[src/rtl/pattern_src_pkg.sv]
// Shared types and constants for the pattern source block.
package pattern_src_pkg;

  typedef enum logic [1:0] {IDLE, SEND, DONE} state_t;

  typedef enum logic [1:0] {
    MODE_INC  = 2'd0,
    MODE_DEC  = 2'd1,
    MODE_LFSR = 2'd2,
    MODE_WALK = 2'd3
  } mode_t;

  // Galois right-shift tap masks for maximal-length sequences, widths 4..16.
  function automatic logic [15:0] lfsr_taps(input int w);
    case (w)
      4:       return 16'h000C;
      5:       return 16'h0014;
      6:       return 16'h0030;
      7:       return 16'h0060;
      8:       return 16'h00B8;
      9:       return 16'h0110;
      10:      return 16'h0240;
      11:      return 16'h0500;
      12:      return 16'h0E08;
      13:      return 16'h1C80;
      14:      return 16'h3802;
      15:      return 16'h6000;
      16:      return 16'hD008;
      default: return 16'h000C;
    endcase
  endfunction

endpackage

[src/rtl/pattern_next.sv]
// Combinational next-word generator for all pattern modes.
module pattern_next
  import pattern_src_pkg::*;
#(
  parameter int DATA_W = 4
) (
  input  mode_t             mode,
  input  logic [DATA_W-1:0] cur,
  output logic [DATA_W-1:0] nxt
);

  localparam logic [15:0]       TAPS16 = lfsr_taps(DATA_W);
  localparam logic [DATA_W-1:0] TAPS   = TAPS16[DATA_W-1:0];

  // Pick the successor of the current word; all arithmetic wraps mod 2^DATA_W.
  always_comb begin
    nxt = cur;
    case (mode)
      MODE_INC:  nxt = cur + DATA_W'(1);
      MODE_DEC:  nxt = cur - DATA_W'(1);
      MODE_LFSR: nxt = (cur >> 1) ^ (cur[0] ? TAPS : '0);
      MODE_WALK: nxt = {cur[DATA_W-2:0], cur[DATA_W-1]};
      default:   nxt = cur;
    endcase
  end

endmodule

[src/rtl/pattern_src.sv]
// Parallel word source: emits a patterned stream, one word per ack rising edge.
module pattern_src
  import pattern_src_pkg::*;
#(
  parameter int          DATA_W    = 4,
  parameter int          COUNT_W   = 8,
  parameter int unsigned START_VAL = 0,
  parameter int unsigned SEED      = 1
) (
  input  logic               sclk,
  input  logic               rst,
  input  logic               start,
  input  logic               stop,
  input  logic [1:0]         mode,
  input  logic [COUNT_W-1:0] count,
  input  logic               ack,
  output logic [DATA_W-1:0]  Data,
  output logic               valid,
  output logic               busy,
  output logic               done,
  output logic [COUNT_W-1:0] sent_cnt
);

  localparam logic [DATA_W-1:0] START_W = DATA_W'(START_VAL);
  // An all-zero LFSR state would lock up, so a zero seed becomes 1.
  localparam logic [DATA_W-1:0] SEED_W  =
    (DATA_W'(SEED) == '0) ? DATA_W'(1) : DATA_W'(SEED);

  state_t              state, state_nxt;
  mode_t               mode_q;
  logic [COUNT_W-1:0]  count_q;
  logic                ack_q;
  logic                ack_edge, accept, last;
  logic [DATA_W-1:0]   first_word, next_word;

  assign ack_edge = ack & ~ack_q;
  assign accept   = (state == IDLE) & start & ~stop;
  assign last     = (count_q != '0) && ((sent_cnt + COUNT_W'(1)) == count_q);

  pattern_next #(.DATA_W(DATA_W)) u_next (
    .mode (mode_q),
    .cur  (Data),
    .nxt  (next_word)
  );

  // First word of a run is chosen from the unlatched mode input.
  always_comb begin
    first_word = START_W;
    case (mode_t'(mode))
      MODE_LFSR: first_word = SEED_W;
      MODE_WALK: first_word = DATA_W'(1);
      default:   first_word = START_W;
    endcase
  end

  // State register.
  always_ff @(posedge sclk or posedge rst) begin
    if (rst) state <= IDLE;
    else     state <= state_nxt;
  end

  // Next-state and status outputs.
  always_comb begin
    state_nxt = state;
    valid     = 1'b0;
    busy      = 1'b0;
    done      = 1'b0;
    case (state)
      IDLE: if (accept) state_nxt = SEND;
      SEND: begin
        valid = 1'b1;
        busy  = 1'b1;
        if (stop || (ack_edge && last)) state_nxt = DONE;
      end
      DONE: begin
        done      = 1'b1;
        state_nxt = IDLE;
      end
      default: state_nxt = IDLE;
    endcase
  end

  // Ack history for edge detection, tracked in every state.
  always_ff @(posedge sclk or posedge rst) begin
    if (rst) ack_q <= 1'b0;
    else     ack_q <= ack;
  end

  // Run setup and per-ack datapath; the word only advances if the run goes on.
  always_ff @(posedge sclk or posedge rst) begin
    if (rst) begin
      Data     <= '0;
      sent_cnt <= '0;
      mode_q   <= MODE_INC;
      count_q  <= '0;
    end else if (accept) begin
      mode_q   <= mode_t'(mode);
      count_q  <= count;
      Data     <= first_word;
      sent_cnt <= '0;
    end else if (state == SEND && ack_edge) begin
      sent_cnt <= sent_cnt + COUNT_W'(1);
      if (!last && !stop) Data <= next_word;
    end
  end

endmodule

[config.mk]
export PLATFORM = sky130hd
export DESIGN_NAME = pattern_src
export DESIGN_NICKNAME = d
export VERILOG_FILES = /design/src/rtl/pattern_src_pkg.sv /design/src/rtl/pattern_next.sv /design/src/rtl/pattern_src.sv
export SDC_FILE = /design/constraint.sdc
export NUM_CORES = 1
export LEC_CHECK = 0
export BUFFER_PORTS_ARGS = -buffer_cell sky130_fd_sc_hd__buf_2
export CORE_MARGIN = 2
export CORE_UTILIZATION = 45
export CTS_BUF_LIST = sky130_fd_sc_hd__clkbuf_4
export DETAILED_ROUTE_END_ITERATION = 10
export PLACE_DENSITY = 0.66
export SYNTH_ARGS = -nofsm -noshare
export SYNTH_HDL_FRONTEND = slang
export SYNTH_HIERARCHICAL = 1
export SYNTH_SLANG_ARGS = --single-unit
export TNS_END_PERCENT = 50
[constraint.sdc]
create_clock -name sclk -period 2.1 [get_ports sclk]
set_clock_uncertainty 0.05 [all_clocks]
set_input_delay 0.42 -clock sclk [delete_from_list [all_inputs] [get_ports sclk]]
set_output_delay 0.42 -clock sclk [all_outputs]
set_load 0.01 [all_outputs]
==> flow_summary.toml, run 1 <==
[run_status]
outcome = "finished with violations"
violations = "setup timing"

[cells_and_area]
antenna_cells = 0
drive_gt1_share_pct = 46.9
syn2layout_area_growth_pct = 29.0
layout.nets = 246

[timing]
max_freq_mhz = 470
post-route-period-util_pct = 101
rsz0062_at_grt = "true"
finalHoldViolCount = 0
setup_slack_ps = -26.7
worst_pin_slew_ps = 414
setup_viol = 2
slew_headroom_pct = 72.3
final_max_slew_viol_count = 0
period_needed_ps = 2130
finalSetupTns_ps = -36.0

[worst_setup_path]
crit_type = "flop to flop"
r2r_setup_slack_ps = -30
critPathLaunchType = "flop"
regToRegEndpoint = "Data[0]"
critPathArrivalTime_ps = 2350
r2r-start = "sent_cnt[2]"
cp-startpoint = "sent_cnt[2]"
cp-endpoint = "Data[0]"
critPathCaptureType = "flop"
critPathMaxFanout = 6
worstPathRequired_ps = 2320
ff2ff_path_depth = 8

[power]
combPwrFrac_pct = 44.8
pwr_density_cell_nw_per_um2 = 813
power_switching_share_pct = 39.9
p_leak_uw = 0.000993
power.switching_uw = 714
power_uw = 1790
pwr-share-seq_pct = 42.4
peakVddDrop_v = 0.000420
intPower_uw = 1070
clkPwrFrac_pct = 12.8

[clock_network]
cts_root_buffer = "clkbuf_4"
clockBufferDepth = 2
ctsHtreeMaxLevel = 1
cts_made_buffers = 3
ctsHoldBuffers = 0
cts_tree = "done"
insertion_delay_ps = 340
clkTransAtPathRegs_ps = 150
cts_sinks = 25

[route]
post-route-drc-count = 0
wl_um = 4470
ant_nets = 0
first_iter_violations = 118
via_per_inst = 5.68
vias = 1569
firstDrtPassIters = 4
wl_per_cell_um = 16.2

[die]
die_area_um2 = 4300
core_um2 = 3660
ioPinCount = 30
die_y_um = 65.6
start_util_pct = 46.6
rows = 22
die_x_um = 65.6

[grt]
grt_pass1_vias = 1421
antenna_found_initial = 0
grt_remaining_overflow = 0
grt_usage_pct = 20.4
grt_pass1_wl_um = 6780
grt_max_degree = 26

[yosys]
async_flop_share_pct = 100
synth_nets = 199
ys.warnings.count = 6
synth_edf_count = 0
ys_types = 48
ys_seq_area_share_pct = 36.7
synth-seq-cells = 25
syn_area_um2 = 1710
synth-main-ff-cell = "dfrtp_1"
syn_inst = 182
avgSynthCellArea_um2 = 9.38

[placed_design]
hpwl_um = 2870
finalWeightedCongestion = 0.877
port_buffers = 29

[worst_hold_path]
worstHoldPathType = "primary input to async pin"

[run]
cap_violations = 0
-- worst min-delay path by stage --
stage / start / end / depth (start not counted)
after floorplan: rst / Data[0] / 1
after global placement: rst / mode_q[0] / 3
after detailed placement: rst / mode_q[0] / 3
after CTS: rst / mode_q[0] / 3
after global routing: rst / count_q[6] / 3
final: rst / mode_q[0] / 3
-- critical path, stage by stage (launching register included) --
cell and delay [ps]:
dfrtp_2 460, buf_4 160, nand2_1 100, nor3_2 300
mux2i_2 360, nor4_4 70, a211oi_4 300, nor3_1 90
nor3_2 170
-- logic make-up (layout without fill, tap and decap cells) --
kind of cell             count (synthesis)  in the layout  synth area share, %
AND/OR/NAND/NOR                         72             72                 22.9
AO/OA/AOI/OAI                           34             34                 13.8
flip-flops                              25             25                 36.7
buffers and inverters                   20             66                 7.26
multiplexers                            17             17                 11.7
XOR/XNOR                                12             12                 6.16
adder cells (fa/ha/maj)                  2              2                 1.47
-- power groups by stage --
stage / Clock, µW / Combinational, µW / Sequential [µW]
after floorplan: 0 / 546 / 694
after global placement: 0 / 639 / 741
after detailed placement: 0 / 662 / 753
after CTS: 226 / 690 / 745
after global routing: 251 / 873 / 779
final: 228 / 802 / 759
-- per-stage QoR --
stage               setup WS (ps)  hold slack (ps)  utilization (%)  instances  area, µm²
global placement            -8.23              428             53.1        261       1940
floorplan                    2.67              397                -        182       1720
finish                      -26.7             43.3             60.1        276       2200
detailed placement          -88.8              438             53.1        261       1940
global route                 -117             85.2             60.1        276       2200
CTS                          5.71             71.5             55.1        267       2020
-- per-layer routing --
layer | vias up | global-route usage (%) | part of all wire, %
met2 | 64 | 31.4 | 48
li1 | 735 | - | -
met4 | 0 | 7.29 | 2.5
met3 | 10 | 3.42 | 6.0
met1 | 760 | 28.8 | 44
met5 | - | 0 | 0
-- Yosys cell counts, types with 2 or more instances --
| library cell | n | share of area [%] |
|---|---|---|
| and2b_1 | 2 | 0.88 |
| nand2_1 | 20 | 4.4 |
| ha_1 | 2 | 1.5 |
| o21ai_0 | 13 | 3.8 |
| nand2b_1 | 3 | 1.1 |
| mux2i_1 | 5 | 2.9 |
| nor4_1 | 4 | 1.5 |
| xor2_1 | 5 | 2.6 |
| buf_2 | 6 | 1.8 |
| a21oi_1 | 2 | 0.59 |
| o21ai_1 | 2 | 0.59 |
| o211ai_1 | 3 | 1.3 |
| nand3_1 | 7 | 2.1 |
| o31ai_1 | 3 | 1.3 |
| buf_6 | 3 | 2.0 |
| nor2b_1 | 3 | 1.1 |
| dfrtp_1 | 25 | 37 |
| buf_4 | 2 | 0.88 |
| clkbuf_1 | 2 | 0.44 |
| and3_1 | 2 | 0.73 |
| a211oi_2 | 3 | 2.2 |
| xnor2_1 | 7 | 3.6 |
| nor2_1 | 12 | 2.6 |
| inv_1 | 6 | 1.3 |
| mux2_2 | 10 | 6.6 |
| a22oi_1 | 2 | 0.88 |
| nor3_2 | 2 | 1.2 |
| and4b_1 | 2 | 1.2 |
| nor3_1 | 5 | 1.5 |
-- flip-flops by register name (all words and copies together) (netlist names) --
register / count
Data: 4
ack_q: 1
count_q: 8
mode_q: 2
sent_cnt: 8
state: 2
-- final cells by class --
class                           count  area [µm²]
Sequential cell                    25         633
Clock buffer                        3        22.5
Inverter                            6        22.5
Tap cell                           48        60.1
Clock inverter                      1        5.00
Fill cell                         313        1460
Timing Repair Buffer               56         350
Multi-Input combinational cell    137        1110
-- repair_timing --
action,CTS,global route
pin swaps,2,19
setup buffers,2,9
resized for setup,6,27
endpoints found under the setup margin,6,6
-- cell usage in the layout, fill, tap and decap left out, types with 3 or more instances in the layout --
cell      count
buf_2        29
buf_4        23
nand2_1      20
dfrtp_1      19
nor2_1       11
o21ai_0      11
mux2_2       10
inv_1         6
dfrtp_2       6
nand3_1       5
xor2_1        5
nor3_1        4
mux2i_1       4
nand2b_1      3
o31ai_1       3
xnor2_1       3
xnor2_2       3
nor2b_1       3
nor4_1        3
o211ai_1      3
clkbuf_4      3
Note: power is estimated with default switching activity, not from simulation.
==> run 2: changes to the inputs <==
--- a/config.mk
+++ b/config.mk
@@ -5,7 +5,8 @@
 export SDC_FILE = /design/constraint.sdc
 export NUM_CORES = 1
 export LEC_CHECK = 0
-export BUFFER_PORTS_ARGS = -buffer_cell sky130_fd_sc_hd__buf_2
+export BUFFER_PORTS_ARGS = -buffer_cell sky130_fd_sc_hd__clkbuf_2
+export CAP_MARGIN = 20
 export CORE_MARGIN = 2
 export CORE_UTILIZATION = 45
 export CTS_BUF_LIST = sky130_fd_sc_hd__clkbuf_4
==> run 2 against run 1 <==
  * The flow now finishes without violations
  * Combinational power fell by 7.6%
  * Register-to-register slack improved by 30 ps
  * Clock-buffer cell count is 1 higher
  * Via count decreased by 4.0%
  * Final area down 2.1%
  * Sequential power decreased by 0.5%
  * Utilization shrank 1.3 points
==> flow_summary.toml, run 2 (synthesized netlist as in run 1, its figures left out) <==
[worst_setup_path]
crit_family = "simple AND/OR/NAND/NOR gates"
critPathMaxFanout = 9
critPathCaptureType = "flop"
crit_buf_inv = 0
critPathLaunchType = "flop"
worstPathRequired_ps = 2280
critPathArrivalTime_ps = 2280
r2r_setup_slack_ps = 3
ff2ff_path_depth = 7
cpPeakStageDelay_ps = 510
cp_slowest_cell = "dfrtp_2"
regToRegEndpoint = "Data[0]"
crit_type = "flop to flop"
path_cells = "and3_1 > and3_2 > xor2_1 > mux2_4 > a211oi_4 > and2b_1 > nor3_2"
r2r-start = "sent_cnt[2]"

[cells_and_area]
final_cell_mix = "clkbuf_2 (29), nand2_1 (20), dfrtp_1 (19), buf_4 (19), o21ai_0 (12)"
drive_gt1_share_pct = 43.0
finalCoreUtilization_pct = 58.9
seq_area_um2 = 633
syn2layout_area_growth_pct = 26.2
fillers = 284
multiInputGateArea_um2 = 1090
layout.nets = 241
stdcell_count = 271
antenna_cells = 0
final_common_cell = "clkbuf_2"
top_regs = "count_q: 8 flops, sent_cnt: 8 flops, Data: 4 flops"

[run_status]
outcome = "finished clean"

[timing]
post-route-period-util_pct = 99.8
rsz0062_at_grt = "true"
setup_viol = 0
period_needed_ps = 2100
worst_pin_slew_ps = 416
finalHoldViolCount = 0
max_freq_mhz = 477
final_max_slew_viol_count = 0
slew_headroom_pct = 72.2

[clock_network]
ctsHtreeMaxLevel = 1
clockBufferDepth = 2
cts_root_buffer = "clkbuf_4"
cts_tree = "done"
cts_made_buffers = 3
ctsHoldBuffers = 0
clkTransAtPathRegs_ps = 140
cts_sinks = 25
insertion_delay_ps = 330

[grt]
grt_remaining_overflow = 0
grt_usage_pct = 19.4
antenna_found_initial = 0
grt-busiest-layer = "met2"
grt_pass1_wl_um = 6550
grt_pass1_vias = 1436
gr-usage-met2_pct = 32.5
grt_max_degree = 26
use_met3_pct = 2.05
gr-usage-met1_pct = 26.5

[power]
combPwrFrac_pct = 42.7
peakVddDrop_v = 0.000355
pwr-share-seq_pct = 43.5
p_leak_uw = 0.000961
pwr_density_cell_nw_per_um2 = 806
clkPwrFrac_pct = 13.8
power.switching_uw = 679
intPower_uw = 1060
power_switching_share_pct = 39.1

[die]
die_area_um2 = 4300
core_um2 = 3660
die_x_um = 65.6
rows = 22
die_y_um = 65.6
ioPinCount = 30
start_util_pct = 46.6

[route]
ant_nets = 0
first_iter_violations = 130
wl_um = 4110
post-route-drc-count = 0
via_per_inst = 5.56
vias = 1506
firstDrtPassIters = 4
wl_per_cell_um = 15.1

[placed_design]
port_buffers = 29
place_inst = 262
finalWeightedCongestion = 0.945
hpwl_um = 2860

[run]
cap_violations = 0

[worst_hold_path]
worstHoldPathType = "primary input to async pin"
==> run 2: cell types whose count changed in the layout (fill, tap and decap cells not counted), sizes merged <==
cell	previous run	this run
clkinv	1	0
buf	54	22
clkbuf	5	33
==> run 2: power groups by stage <==
stage | clock network (µW) | logic (µW) | registers [µW]
6_report | 240 | 741 | 755
5_1_grt | 260 | 815 | 775
4_1_cts | 239 | 687 | 743
3_5_place_dp | 0 | 661 | 752
3_3_place_gp | 0 | 635 | 738
2_1_floorplan | 0 | 546 | 694
==> run 2: timing repair <==
item,in CTS,in global routing
endpoints found under the setup margin,5,6
setup buffers,2,3
resized for setup,3,24
pin swaps,2,9
==> run 2: metal layers <==
layer	up-vias	wire, µm
met5	-	0
met4	0	53
met3	5	207
met2	54	1940
met1	720	1900
li1	727	-
==> run 2: final cells by class <==
cell class	instances	share of cell area (%)
Clock buffer	4	1.39
Inverter	6	1.05
Multi-Input combinational cell	137	50.5
Sequential cell	25	29.4
Tap cell	48	2.79
Timing Repair Buffer	51	14.9
==> run 2: worst register-to-register path, cell delays in order (launching register included) <==
cell,delay (ps)
dfrtp_2,510
and3_1,190
and3_2,250
xor2_1,160
mux2_4,290
a211oi_4,320
and2b_1,180
nor3_2,40
==> run 2: worst max path at each step <==
stage | from | to | slack [ps] | cells after the start
6_report | sent_cnt[2] | Data[0] | 3 | 7
3_5_place_dp | sent_cnt[1] | Data[3] | -80 | 8
2_1_floorplan | sent_cnt[1] | state[0] | 3 | 8
5_1_grt | sent_cnt[1] | Data[3] | -80 | 9
4_1_cts | sent_cnt[4] | Data[0] | -1 | 7
3_3_place_gp | sent_cnt[0] | state[0] | 30 | 8
==> run 2: metrics by stage <==
| stage | power, µW | setup TNS, ps | setup slack (ps) | cell area (µm²) | hold slack (ps) |
|---|---|---|---|---|---|
| 2_1_floorplan | 1240 | 0 | 2.67 | 1720 | 397 |
| 3_3_place_gp | 1370 | 0 | 31.0 | 1950 | 412 |
| 3_5_place_dp | 1410 | -238 | -83.5 | 1950 | 425 |
| 4_1_cts | 1670 | -1.46 | -1.46 | 2020 | 61.3 |
| 5_1_grt | 1850 | -318 | -80.3 | 2150 | 66.4 |
| 6_report | 1740 | 0 | 3.24 | 2150 | 38.5 |
